--- src/rtl/unsigned_approx_mult_pipe_pkg.sv ---
// Shared definitions for the truncated-row approximate multiplier.
// Provides the parameter legality check and the C-term column mask.
package unsigned_approx_mult_pipe_pkg;

    // Widest operand supported. The column mask is sized to cover 2*MaxW columns.
    localparam int unsigned MaxW = 32;
    localparam int unsigned MaskBits = 2 * MaxW;

    typedef logic [MaskBits-1:0] col_mask_t;

    // Returns 1 when (w, t) is a supported configuration.
    function automatic bit params_legal(input int unsigned w, input int unsigned t);
        return (w >= 4) && (w <= MaxW) && (t < w);
    endfunction

    // Columns whose partial-product bits from the truncated rows are kept in C.
    // Rows i < t contribute to columns w-1 .. w+t-2.
    function automatic col_mask_t c_col_mask(input int unsigned w, input int unsigned t);
        col_mask_t m;
        m = '0;
        for (int unsigned k = 0; k < MaskBits; k++) begin
            if ((t > 0) && (k >= w - 1) && (k <= w + t - 2)) begin
                m[k] = 1'b1;
            end
        end
        return m;
    endfunction

endpackage

--- src/rtl/unsigned_approx_mult_pipe_if.sv ---
// Operand/result handshake bundle for the approximate multiplier pipeline.
interface unsigned_approx_mult_pipe_if #(
    parameter int unsigned W = 8
);
    logic           flush;
    logic           in_valid;
    logic           in_ready;
    logic [W-1:0]   x;
    logic [W-1:0]   y;
    logic           approx_en;
    logic           out_valid;
    logic           out_ready;
    logic [2*W-1:0] z;
    logic           z_approx;

    // Producer/consumer side (drives operands, accepts results).
    modport master (
        output flush, in_valid, x, y, approx_en, out_ready,
        input  in_ready, out_valid, z, z_approx
    );

    // Multiplier side.
    modport slave (
        input  flush, in_valid, x, y, approx_en, out_ready,
        output in_ready, out_valid, z, z_approx
    );
endinterface

--- src/rtl/unsigned_approx_mult_pipe_approx_pp_trunc.sv ---
// Combinational partial-product stage: produces the (possibly truncated) main
// product and the C correction term. In exact mode C is zero and the main
// product is the full x*y.
module approx_pp_trunc
    import unsigned_approx_mult_pipe_pkg::*;
#(
    parameter int unsigned W = 8,
    parameter int unsigned T = 2
) (
    input  logic [W-1:0]   x,
    input  logic [W-1:0]   y,
    input  logic           approx_en,
    output logic [2*W-1:0] trunc_prod,
    output logic [2*W-1:0] c_term
);
    localparam int unsigned PW = 2 * W;
    localparam col_mask_t   CMask = c_col_mask(W, T);

    logic [PW-1:0] full_prod;
    logic [PW-1:0] upper_prod;
    logic [PW-1:0] c_sum;

    // Main product: full, or only rows T..W-1 shifted back into place.
    always_comb begin
        full_prod  = PW'(x) * PW'(y);
        upper_prod = (PW'(y) * PW'(x >> T)) << T;
        trunc_prod = approx_en ? upper_prod : full_prod;
    end

    // C term: surviving partial-product bits of the dropped rows, summed exactly.
    always_comb begin
        c_sum = '0;
        for (int i = 0; i < int'(T); i++) begin
            for (int j = 0; j < int'(W); j++) begin
                if (CMask[i+j]) begin
                    c_sum = c_sum + (PW'(x[i] & y[j]) << (i + j));
                end
            end
        end
        c_term = approx_en ? c_sum : '0;
    end

endmodule

--- src/rtl/unsigned_approx_mult_pipe.sv ---
// Two-stage valid/ready pipeline around the approximate multiplier.
// S1 holds the main product and C; S2 holds the final sum z and its mode flag.
module unsigned_approx_mult_pipe
    import unsigned_approx_mult_pipe_pkg::*;
#(
    parameter int unsigned W = 8,
    parameter int unsigned T = 2
) (
    input logic                           clk,
    input logic                           rst_n,
    unsigned_approx_mult_pipe_if.slave    bus
);
    localparam int unsigned PW = 2 * W;

    if (!params_legal(W, T)) begin : g_bad_params
        $error("unsigned_approx_mult_pipe: illegal W/T combination");
    end

    logic [PW-1:0] trunc_prod;
    logic [PW-1:0] c_term;

    logic          s1_valid;
    logic [PW-1:0] s1_trunc;
    logic [PW-1:0] s1_c;
    logic          s1_approx;

    logic          s2_valid;
    logic [PW-1:0] z_q;
    logic          z_approx_q;

    logic          s1_ready;
    logic          s2_ready;
    logic          accept;

    approx_pp_trunc #(
        .W (W),
        .T (T)
    ) u_pp (
        .x          (bus.x),
        .y          (bus.y),
        .approx_en  (bus.approx_en),
        .trunc_prod (trunc_prod),
        .c_term     (c_term)
    );

    // Stage enables; in_ready is gated by reset and flush but never by in_valid.
    always_comb begin
        s2_ready     = !s2_valid || bus.out_ready;
        s1_ready     = !s1_valid || s2_ready;
        bus.in_ready = s1_ready && !bus.flush && rst_n;
        accept       = bus.in_valid && bus.in_ready;
    end

    // Control and output registers; flush clears valids and wins over a transfer.
    always_ff @(posedge clk) begin
        if (!rst_n) begin
            s1_valid   <= 1'b0;
            s2_valid   <= 1'b0;
            z_q        <= '0;
            z_approx_q <= 1'b0;
        end else if (bus.flush) begin
            s1_valid <= 1'b0;
            s2_valid <= 1'b0;
        end else begin
            if (s1_ready) begin
                s1_valid <= accept;
            end
            if (s2_ready) begin
                s2_valid <= s1_valid;
                if (s1_valid) begin
                    z_q        <= s1_trunc + s1_c;
                    z_approx_q <= s1_approx;
                end
            end
        end
    end

    // S1 datapath registers load only on an accepted transfer.
    always_ff @(posedge clk) begin
        if (accept) begin
            s1_trunc  <= trunc_prod;
            s1_c      <= c_term;
            s1_approx <= bus.approx_en;
        end
    end

    assign bus.out_valid = s2_valid;
    assign bus.z         = z_q;
    assign bus.z_approx  = z_approx_q;

endmodule

--- src/flat_wrapper.sv ---
// flat-port wrapper written by rule: the top's interface ports become plain ports
module unsigned_approx_mult_pipe_flat import unsigned_approx_mult_pipe_pkg::*;
#(
    parameter int unsigned W = 8,
    parameter int unsigned T = 2
)
  (clk, rst_n, bus_flush, bus_in_valid, bus_x, bus_y, bus_approx_en, bus_out_ready, bus_in_ready, bus_out_valid, bus_z, bus_z_approx);
  unsigned_approx_mult_pipe_if #(.W(W)) bus_i ();
  input logic clk;
  input logic rst_n;
  input wire logic [$bits(bus_i.flush)-1:0] bus_flush;
  input wire logic [$bits(bus_i.in_valid)-1:0] bus_in_valid;
  input wire logic [$bits(bus_i.x)-1:0] bus_x;
  input wire logic [$bits(bus_i.y)-1:0] bus_y;
  input wire logic [$bits(bus_i.approx_en)-1:0] bus_approx_en;
  input wire logic [$bits(bus_i.out_ready)-1:0] bus_out_ready;
  output wire logic [$bits(bus_i.in_ready)-1:0] bus_in_ready;
  output wire logic [$bits(bus_i.out_valid)-1:0] bus_out_valid;
  output wire logic [$bits(bus_i.z)-1:0] bus_z;
  output wire logic [$bits(bus_i.z_approx)-1:0] bus_z_approx;
  assign bus_i.flush = bus_flush;
  assign bus_i.in_valid = bus_in_valid;
  assign bus_i.x = bus_x;
  assign bus_i.y = bus_y;
  assign bus_i.approx_en = bus_approx_en;
  assign bus_i.out_ready = bus_out_ready;
  assign bus_in_ready = bus_i.in_ready;
  assign bus_out_valid = bus_i.out_valid;
  assign bus_z = bus_i.z;
  assign bus_z_approx = bus_i.z_approx;
  unsigned_approx_mult_pipe #(.W(W), .T(T)) u_core (.clk(clk), .rst_n(rst_n), .bus(bus_i));
endmodule
--- config.mk ---
export PLATFORM = sky130hd
export DESIGN_NAME = unsigned_approx_mult_pipe_flat
export DESIGN_NICKNAME = d
export VERILOG_FILES = /design/src/rtl/unsigned_approx_mult_pipe_pkg.sv /design/src/rtl/unsigned_approx_mult_pipe_if.sv /design/src/rtl/unsigned_approx_mult_pipe_approx_pp_trunc.sv /design/src/rtl/unsigned_approx_mult_pipe.sv /design/src/flat_wrapper.sv
export SDC_FILE = /design/constraint.sdc
export NUM_CORES = 1
export LEC_CHECK = 0
export CAP_MARGIN = 20
export CORE_MARGIN = 10
export CORE_UTILIZATION = 60
export CTS_CLUSTER_SIZE = 24
export DETAILED_ROUTE_END_ITERATION = 16
export HOLD_SLACK_MARGIN = 0.08
export PLACE_DENSITY = 0.85
export SLEW_MARGIN = 20
export SYNTH_ARGS = -nofsm -noshare
export SYNTH_HDL_FRONTEND = slang
export SYNTH_SLANG_ARGS = --single-unit
--- constraint.sdc ---
create_clock -name clk -period 11 [get_ports clk]
set_input_delay 1.65 -clock clk [delete_from_list [all_inputs] [get_ports clk]]
set_output_delay 1.65 -clock clk [all_outputs]
set_load 0.01 [all_outputs]
==> results of run 1 <==
cells in the mapped netlist, types with 4 or more instances:
cell                         n
sky130_fd_sc_hd__nor2_1     16
sky130_fd_sc_hd__a211oi_1    7
sky130_fd_sc_hd__a31oi_1     4
sky130_fd_sc_hd__inv_1     104
sky130_fd_sc_hd__fa_1       58
sky130_fd_sc_hd__clkbuf_1    6
sky130_fd_sc_hd__nor2b_1     4
sky130_fd_sc_hd__dfxtp_1    19
sky130_fd_sc_hd__a21oi_1    17
sky130_fd_sc_hd__nand2_1    56
sky130_fd_sc_hd__xor2_1     11
sky130_fd_sc_hd__xnor2_1     9
sky130_fd_sc_hd__nand3_1     6
sky130_fd_sc_hd__edfxtp_1   20
sky130_fd_sc_hd__o211a_1     5
sky130_fd_sc_hd__and2_1     52
sky130_fd_sc_hd__o21ai_0    15
sky130_fd_sc_hd__a21o_1      7
sky130_fd_sc_hd__a21boi_0   12
sky130_fd_sc_hd__ha_1       61
power by group:
group	internal [mW]	switching (mW)	total (mW)
logic	0.226	0.294	0.520
clock network	0.0500	0.0479	0.0979
registers	0.173	0.00586	0.179
total	0.449	0.347	0.796
stage by stage:
step,instances,hold WS [ns]
2_1_floorplan,531,0.485
3_3_place_gp,670,0.455
3_5_place_dp,670,0.462
4_1_cts,678,0.473
5_1_grt,678,0.491
6_report,678,0.471
kinds of logic after synthesis:
kind of cell	share of synthesized area
AND/OR/NAND/NOR	0.156
buffers and inverters	0.0860
multiplexers	0.0107
flip-flops	0.199
AO/OA/AOI/OAI	0.122
XOR/XNOR	0.0355
adder cells (fa/ha/maj)	0.390
worst register-to-register path: cells and delay by family (launching register included):
kind | cells | cell delay [ns]
AO/OA/AOI/OAI | 2 | 0.32
flip-flops | 1 | 0.34
AND/OR/NAND/NOR | 3 | 0.65
buffers and inverters | 1 | 0.06
adder cells (fa/ha/maj) | 2 | 0.57
worst max path at each step:
stage             start                  end  slack [ns]  depth (start not counted)
2_1_floorplan  bus_y[7]  u_core.s1_trunc[15]        5.53                         16
3_3_place_gp   bus_x[0]  u_core.s1_trunc[15]        4.70                         17
3_5_place_dp   bus_x[0]  u_core.s1_trunc[15]        4.57                         17
4_1_cts        bus_x[0]  u_core.s1_trunc[15]        4.86                         17
5_1_grt        bus_x[0]  u_core.s1_trunc[15]        4.60                         17
6_report       bus_x[0]  u_core.s1_trunc[15]        4.89                         17
layout by cell type (no fill, tap or decap), drive strengths merged, types with 4 or more instances in the layout:
cell type / n
inv: 104
ha: 61
fa: 58
nand2: 56
and2: 52
clkdlybuf4s50: 40
edfxtp: 20
dfxtp: 19
a21oi: 19
nor2: 16
o21ai: 16
a21boi: 12
xor2: 11
xnor2: 9
a21o: 7
a211oi: 7
nand3: 6
clkbuf: 6
o211a: 5
nor2b: 4
a31oi: 4
layer usage:
| layer | up-vias | share of wire |
|---|---|---|
| li1 | 1802 | - |
| met1 | 1832 | 0.42 |
| met2 | 74 | 0.53 |
| met3 | 16 | 0.029 |
| met4 | 0 | 0.018 |
| met5 | - | 0 |
flip-flops by register name, summed over array words and instances (netlist names):
register,cells
u_core.bus.z,16
u_core.s1_c,3
u_core.s1_approx,1
u_core.bus.out_valid,1
u_core.bus.z_approx,1
u_core.s1_valid,1
u_core.s1_trunc,16
cell type report:
class                   instances  area (µm²)  share of cell area
multi-input cells             381        3540               0.638
flip-flops and latches         39         981               0.177
repair buffers                 41         408              0.0736
inverters                     104         390              0.0705
well taps                     105         131              0.0237
clock buffers                   6        82.6              0.0149
clock inverters                 2        11.3             0.00203
==> Flow_metrics.wiki, run 1 <==
{| class="wikitable"
! Metric !! Value
|-
| Maximum number of pins on one net before global-route repair || 33
|-
| Initial antenna violation count || 0
|-
| EDFF count, synth || 20
|-
| Critical Path Sink Type || flop
|-
| Min-Delay Path Depth || 2
|-
| Measured slew at the worst slew-check pin || 0.893 ns
|-
| Post-detailed-route via-to-cell ratio || 5.49
|-
| Starting utilization of the core area || 0.609
|-
| Peak-usage layer in the global routing report || met2
|-
| Overflow left after global routing || 0
|-
| Startpoint of the worst hold path || u_core.bus.z_approx
|-
| Ports || 41
|-
| Final setup violation count || 0
|-
| Share of layout cells above drive strength 1 || 0.0401
|-
| Number of I/O port buffers || 40
|-
| Classification of the worst-slack hold path || flop to flop
|-
| Status || complete, no violations
|-
| Cell types with the largest area share after synthesis || sky130_fd_sc_hd__fa_1 24%, sky130_fd_sc_hd__ha_1 15%, sky130_fd_sc_hd__edfxtp_1 12%, sky130_fd_sc_hd__inv_1 7.9%, sky130_fd_sc_hd__dfxtp_1 7.7%
|-
| RSZ-0062 raised after global routing || false
|-
| Number of synthesis warnings || 0
|-
| Cell leakage power || 2.68 nW
|-
| Area after detailed placement || 0.00544 mm²
|-
| CP max stage delay || 0.63 ns
|-
| Area of all placed cells without fillers || 0.00554 mm²
|-
| Least setup slack across all paths after layout || ~4.9 ns
|-
| Number of max-slew violations in the final report || 0
|-
| Worst vdd ir || between 0.09 and 0.1 mV
|-
| PwrDens || about 140 mW/mm²
|-
| Clock tree from TritonCTS || yes
|-
| Leading register cell type out of synthesis || sky130_fd_sc_hd__edfxtp_1
|-
| Hold_buf cts || 0
|-
| Yosys reg bits || 39
|-
| Worst setup path class || primary input to flop
|-
| First-pass GRT wire length || 17.7 mm
|-
| Seq/Total Area, Yosys || 0.199
|-
| Maximum root-to-sink buffer count || 2
|-
| Number of buffer and inverter stages on the critical path || 5
|-
| Final routed wirelength across all metal layers || 10.3 mm
|-
| Worst EP arrival || approximately 6.2 ns
|-
| Buffer cell driving the clock tree root || sky130_fd_sc_hd__clkbuf_8
|-
| Yosys top cell area share || 0.236
|-
| Post-detailed-route DRC marker count || 0
|-
| DIE AREA || 0.0122 mm²
|-
| TritonCTS buffer count || 5
|-
| Routed len/inst || 15.2 µm
|-
| Maximum clock rate || 164 MHz
|-
| Hold EP || u_core.bus.z_approx
|-
| Global routing met2 resource utilization || 0.303
|-
| Proportion of register bits with asynchronous set or reset after synthesis || 0
|-
| FF-to-FF path depth || 8
|-
| Total negative setup slack || 0 ns
|-
| Later-pin clock latency in the skew report || roughly 0.28 ns
|-
| Relative max-transition margin || 0.404
|-
| HPWL after detailed placement || ~8.7 mm
|-
| Die height || 111 µm
|-
| Synthesis-to-finish area growth || 12.4%
|-
| Design Power || 0.796 mW
|-
| Cell class contributing the biggest share of worst-path delay || adder cells
|-
| Final worst path period share || 0.555
|-
| Critical path, cell by cell || clkdlybuf4s50_1 > and2_1 > inv_1 > fa_1 > fa_1 > inv_1 > fa_1 > inv_1 > fa_1 > inv_1 > ha_1 > o21a_1 > o31a_1 > o21ai_2 > a21oi_1 > a21boi_0 > a2111oi_2
|-
| Critical R2R Capture || u_core.bus.z[15]
|-
| Post-route minimum period || 6.11 ns
|-
| Number of rows in the core area || 33
|-
| Clock slew at the register clock pins of the worst setup and hold paths || 0.08 ns
|-
| Total setup buffers inserted after CTS || 0
|-
| Worst reg2reg startpoint || u_core.s1_trunc[7]
|-
| Met3 global-route usage || 0.0216
|-
| All-Layer GR Usage || 0.165
|-
| Maximum capacitance violations || 0
|-
| Antenna Cells || 0
|-
| Count of different cell masters after synthesis || slightly below 50
|-
| Placement-stage worst setup slack || ~4.6 ns
|-
| TritonCTS Sinks || 39
|-
| Placeable core region || 0.00809 mm²
|-
| Horizontal die dimension || about 110 µm
|-
| Worst setup slack for register-to-register paths || ~9.0 ns
|-
| Detail Route Antenna Nets || 0
|-
| Avg Synthesized Cell Area || 9.28 µm²
|-
| Area of the mapped netlist || around 0.0049 mm²
|-
| Via count of the first global-routing pass || ~4000
|-
| Category of the worst setup path launch point || primary input
|-
| Resized cells post-CTS || 0
|-
| Post-Synthesis Cells || 531
|-
| Number of inserted filler cells in the final layout || 623
|-
| Dominant cell type by area after synthesis || sky130_fd_sc_hd__fa_1
|-
| CP max stage cell || sky130_fd_sc_hd__clkdlybuf4s50_1
|-
| Maximum clock skew at final layout || 0.00826 ns
|-
| Share of the core filled with cells in the final layout || 0.685
|-
| Total iterations of the first detailed-routing run || 4
|-
| Data required, critical path || 11.10 ns
|-
| Largest driver fanout on the critical path || 8
|-
| Number of failing hold endpoints at the final stage || 0
|-
| Drt first-iter violations || 196
|-
| Final net count || 713
|-
| Global-route met1 utilization || 0.197
|-
| Number of levels the H-tree was split into || 2
|-
| Via total after detailed routing || 3724
|-
| Synthesized net count || between 600 and 700
|-
| Final weighted congestion of routability-driven global placement || 0.882
|}
No activity file was read; power rests on OpenSTA's default activity.
==> inputs of run 2 (changes only) <==
==> constraint.sdc (replaced) <==
create_clock -name clk -period 6.29 [get_ports clk]
set_input_delay 0.9435 -clock clk [delete_from_list [all_inputs] [get_ports clk]]
set_output_delay 0.9435 -clock clk [all_outputs]
set_load 0.01 [all_outputs]
==> Flow_metrics.wiki, run 2 (synthesized netlist as in run 1, its figures left out) <==
{| class="wikitable"
! Metric !! Value
|-
| Number of levels the H-tree was split into || 2 (unchanged)
|-
| Number of max-slew violations in the final report || 0 (unchanged)
|-
| Antenna Cells || 0 (unchanged)
|-
| CP max stage delay || 0.63 ns (about the same)
|-
| Post-detailed-route via-to-cell ratio || 5.47 (-0.38%)
|-
| DIE AREA || 0.0122 mm² (unchanged)
|-
| Critical path, cell by cell || clkdlybuf4s50_1 > and2_1 > inv_1 > fa_1 > fa_1 > inv_1 > fa_1 > inv_1 > fa_1 > inv_1 > ha_1 > o21a_1 > o31a_1 > o21ai_2 > a21oi_1 > a21boi_0 > a2111oi_2
|-
| Ports || 41 (unchanged)
|-
| Placeable core region || 0.00809 mm² (unchanged)
|-
| Maximum clock rate || 185 MHz
|-
| Status || complete, no violations
|-
| Synthesis-to-finish area growth || 12.4% (unchanged)
|-
| Final net count || 713 (unchanged)
|-
| Cell class contributing the biggest share of worst-path delay || adder cells
|-
| Final worst path period share || 0.861
|-
| Via total after detailed routing || 3710 (-0.38%)
|-
| RSZ-0062 raised after global routing || false
|-
| Die height || 111 µm (unchanged)
|-
| Drt first-iter violations || 221 (+13%)
|-
| Buffer cell driving the clock tree root || sky130_fd_sc_hd__clkbuf_8
|-
| TritonCTS Sinks || 39 (unchanged)
|-
| Detail Route Antenna Nets || 0 (unchanged)
|-
| Met3 global-route usage || 0.0195 (-0.00216)
|-
| CP max stage cell || sky130_fd_sc_hd__clkdlybuf4s50_1
|-
| First-pass GRT wire length || 17.8 mm (+1.0%)
|-
| Later-pin clock latency in the skew report || 0.29 ns (about the same)
|-
| Area after detailed placement || 0.00544 mm² (unchanged)
|-
| Least setup slack across all paths after layout || 0.873 ns (-4.02 ns)
|-
| Critical Path Sink Type || flop
|-
| Number of rows in the core area || 33 (unchanged)
|-
| Area of all placed cells without fillers || 0.00554 mm² (unchanged)
|-
| Worst setup slack for register-to-register paths || 4.29 ns (-4.71 ns)
|-
| Initial antenna violation count || 0 (unchanged)
|-
| Starting utilization of the core area || 0.609 (unchanged)
|-
| Classification of the worst-slack hold path || flop to flop
|-
| Number of inserted filler cells in the final layout || 629 (+0.96%)
|-
| Number of failing hold endpoints at the final stage || 0 (unchanged)
|-
| Cell leakage power || 2.68 nW (unchanged)
|-
| Resized cells post-CTS || 0 (unchanged)
|-
| Horizontal die dimension || 111 µm (unchanged)
|-
| PwrDens || 253 mW/mm² (+76%)
|-
| All-Layer GR Usage || 0.168 (+0.00221)
|-
| Worst setup path class || primary input to flop
|-
| Maximum capacitance violations || 0 (unchanged)
|-
| Global routing met2 resource utilization || 0.305 (+0.00236)
|-
| Global-route met1 utilization || 0.201 (+0.00375)
|-
| Hold_buf cts || 0 (unchanged)
|-
| Total iterations of the first detailed-routing run || 5 (+1)
|-
| Total negative setup slack || 0 ns (unchanged)
|-
| Final weighted congestion of routability-driven global placement || 0.882 (unchanged)
|-
| Data required, critical path || 6.39 ns (-4.71 ns)
|-
| Commonest non-fill, non-tap cells in the layout || 104 x sky130_fd_sc_hd__inv_1, 61 x sky130_fd_sc_hd__ha_1, 58 x sky130_fd_sc_hd__fa_1
|-
| Share of layout cells above drive strength 1 || 0.0401 (unchanged)
|-
| Maximum number of pins on one net before global-route repair || 33 (unchanged)
|-
| Measured slew at the worst slew-check pin || 0.913 ns (+0.0196 ns)
|-
| Routed len/inst || 15.3 µm (+0.34%)
|-
| TritonCTS buffer count || 5 (unchanged)
|-
| Placement-stage worst setup slack || 0.581 ns (-3.99 ns)
|-
| Maximum clock skew at final layout || 0.00879 ns (+0.000535 ns)
|-
| Final setup violation count || 0 (unchanged)
|-
| Number of buffer and inverter stages on the critical path || 5 (unchanged)
|-
| Category of the worst setup path launch point || primary input
|-
| Maximum root-to-sink buffer count || 2 (unchanged)
|-
| Post-detailed-route DRC marker count || 0 (unchanged)
|-
| Overflow left after global routing || 0 (unchanged)
|-
| Most frequent standard cell in the layout excluding fill and tap cells || sky130_fd_sc_hd__inv_1
|-
| Relative max-transition margin || 0.391 (-0.0131)
|-
| Worst vdd ir || 0.156 mV (+71%)
|-
| Largest driver fanout on the critical path || 8 (unchanged)
|-
| Final routed wirelength across all metal layers || 10.4 mm (+0.34%)
|-
| HPWL after detailed placement || 8.68 mm (about the same)
|-
| Number of I/O port buffers || 40 (unchanged)
|-
| Clock slew at the register clock pins of the worst setup and hold paths || 0.08 ns (about the same)
|-
| Clock tree from TritonCTS || yes
|-
| Peak-usage layer in the global routing report || met2
|-
| Total setup buffers inserted after CTS || 0 (unchanged)
|-
| Worst EP arrival || 5.52 ns (-0.69 ns)
|-
| Post-route minimum period || 5.42 ns
|-
| Via count of the first global-routing pass || 3979 (+0.73%)
|}
==> run 2: metal layers <==
layer | routed length [µm] | vias to the layer above
li1 | - | 1805
met1 | 4270 | 1790
met2 | 5440 | 97
met3 | 457 | 18
met4 | 210 | 0
met5 | 0 | -
==> run 2: report_power, final <==
group          internal (mW)  switching [mW]
Sequential             0.303          0.0101
Clock                 0.0875          0.0867
Combinational          0.396           0.517
Total                  0.786           0.614
==> run 2: worst paths after layout <==
path,start,to,cells past startpoint
max,bus_y[7],u_core.s1_trunc[15],17
min,u_core.bus.z[0],u_core.bus.z[0],2
max reg2reg,u_core.s1_trunc[7],u_core.bus.z[15],8
min reg2reg,u_core.bus.z[0],u_core.bus.z[0],2
==> run 2: layout make-up <==
| cell class | instances | area [µm²] | area share |
|---|---|---|---|
| Multi-Input combinational cell | 381 | 3540 | 0.638 |
| Sequential cell | 39 | 981 | 0.177 |
| Timing Repair Buffer | 41 | 408 | 0.0736 |
| Inverter | 104 | 390 | 0.0705 |
| Tap cell | 105 | 131 | 0.0237 |
| Clock buffer | 6 | 82.6 | 0.0149 |
| Clock inverter | 2 | 11.3 | 0.00203 |
==> run 2: worst register-to-register path, delay by kind of cell, from the launching register on <==
family | cells | cell delay, ns
compound gates | 2 | 0.32
fa+ha+maj | 2 | 0.57
buf+inv | 1 | 0.06
flops | 1 | 0.34
simple gates | 3 | 0.65
==> run 2: per-stage QoR <==
stage          utilization  hold WS (ns)  cells  power (mW)
2_1_floorplan            -         0.485    531        1.01
3_3_place_gp         0.672         0.455    670        1.19
3_5_place_dp         0.672         0.462    670        1.22
4_1_cts              0.684         0.473    678        1.40
5_1_grt              0.685         0.491    678        1.54
6_report             0.685         0.470    678        1.40
==> inputs of run 3 (changes only) <==
--- a/config.mk
+++ b/config.mk
@@ -10,6 +10,7 @@
 export CORE_UTILIZATION = 60
 export CTS_CLUSTER_SIZE = 24
 export DETAILED_ROUTE_END_ITERATION = 16
+export GPL_TIMING_DRIVEN = 1
 export HOLD_SLACK_MARGIN = 0.08
 export PLACE_DENSITY = 0.85
 export SLEW_MARGIN = 20
==> results of run 3 <==
Same layout as run 2: the final DEF is identical, and so are final timing and power.
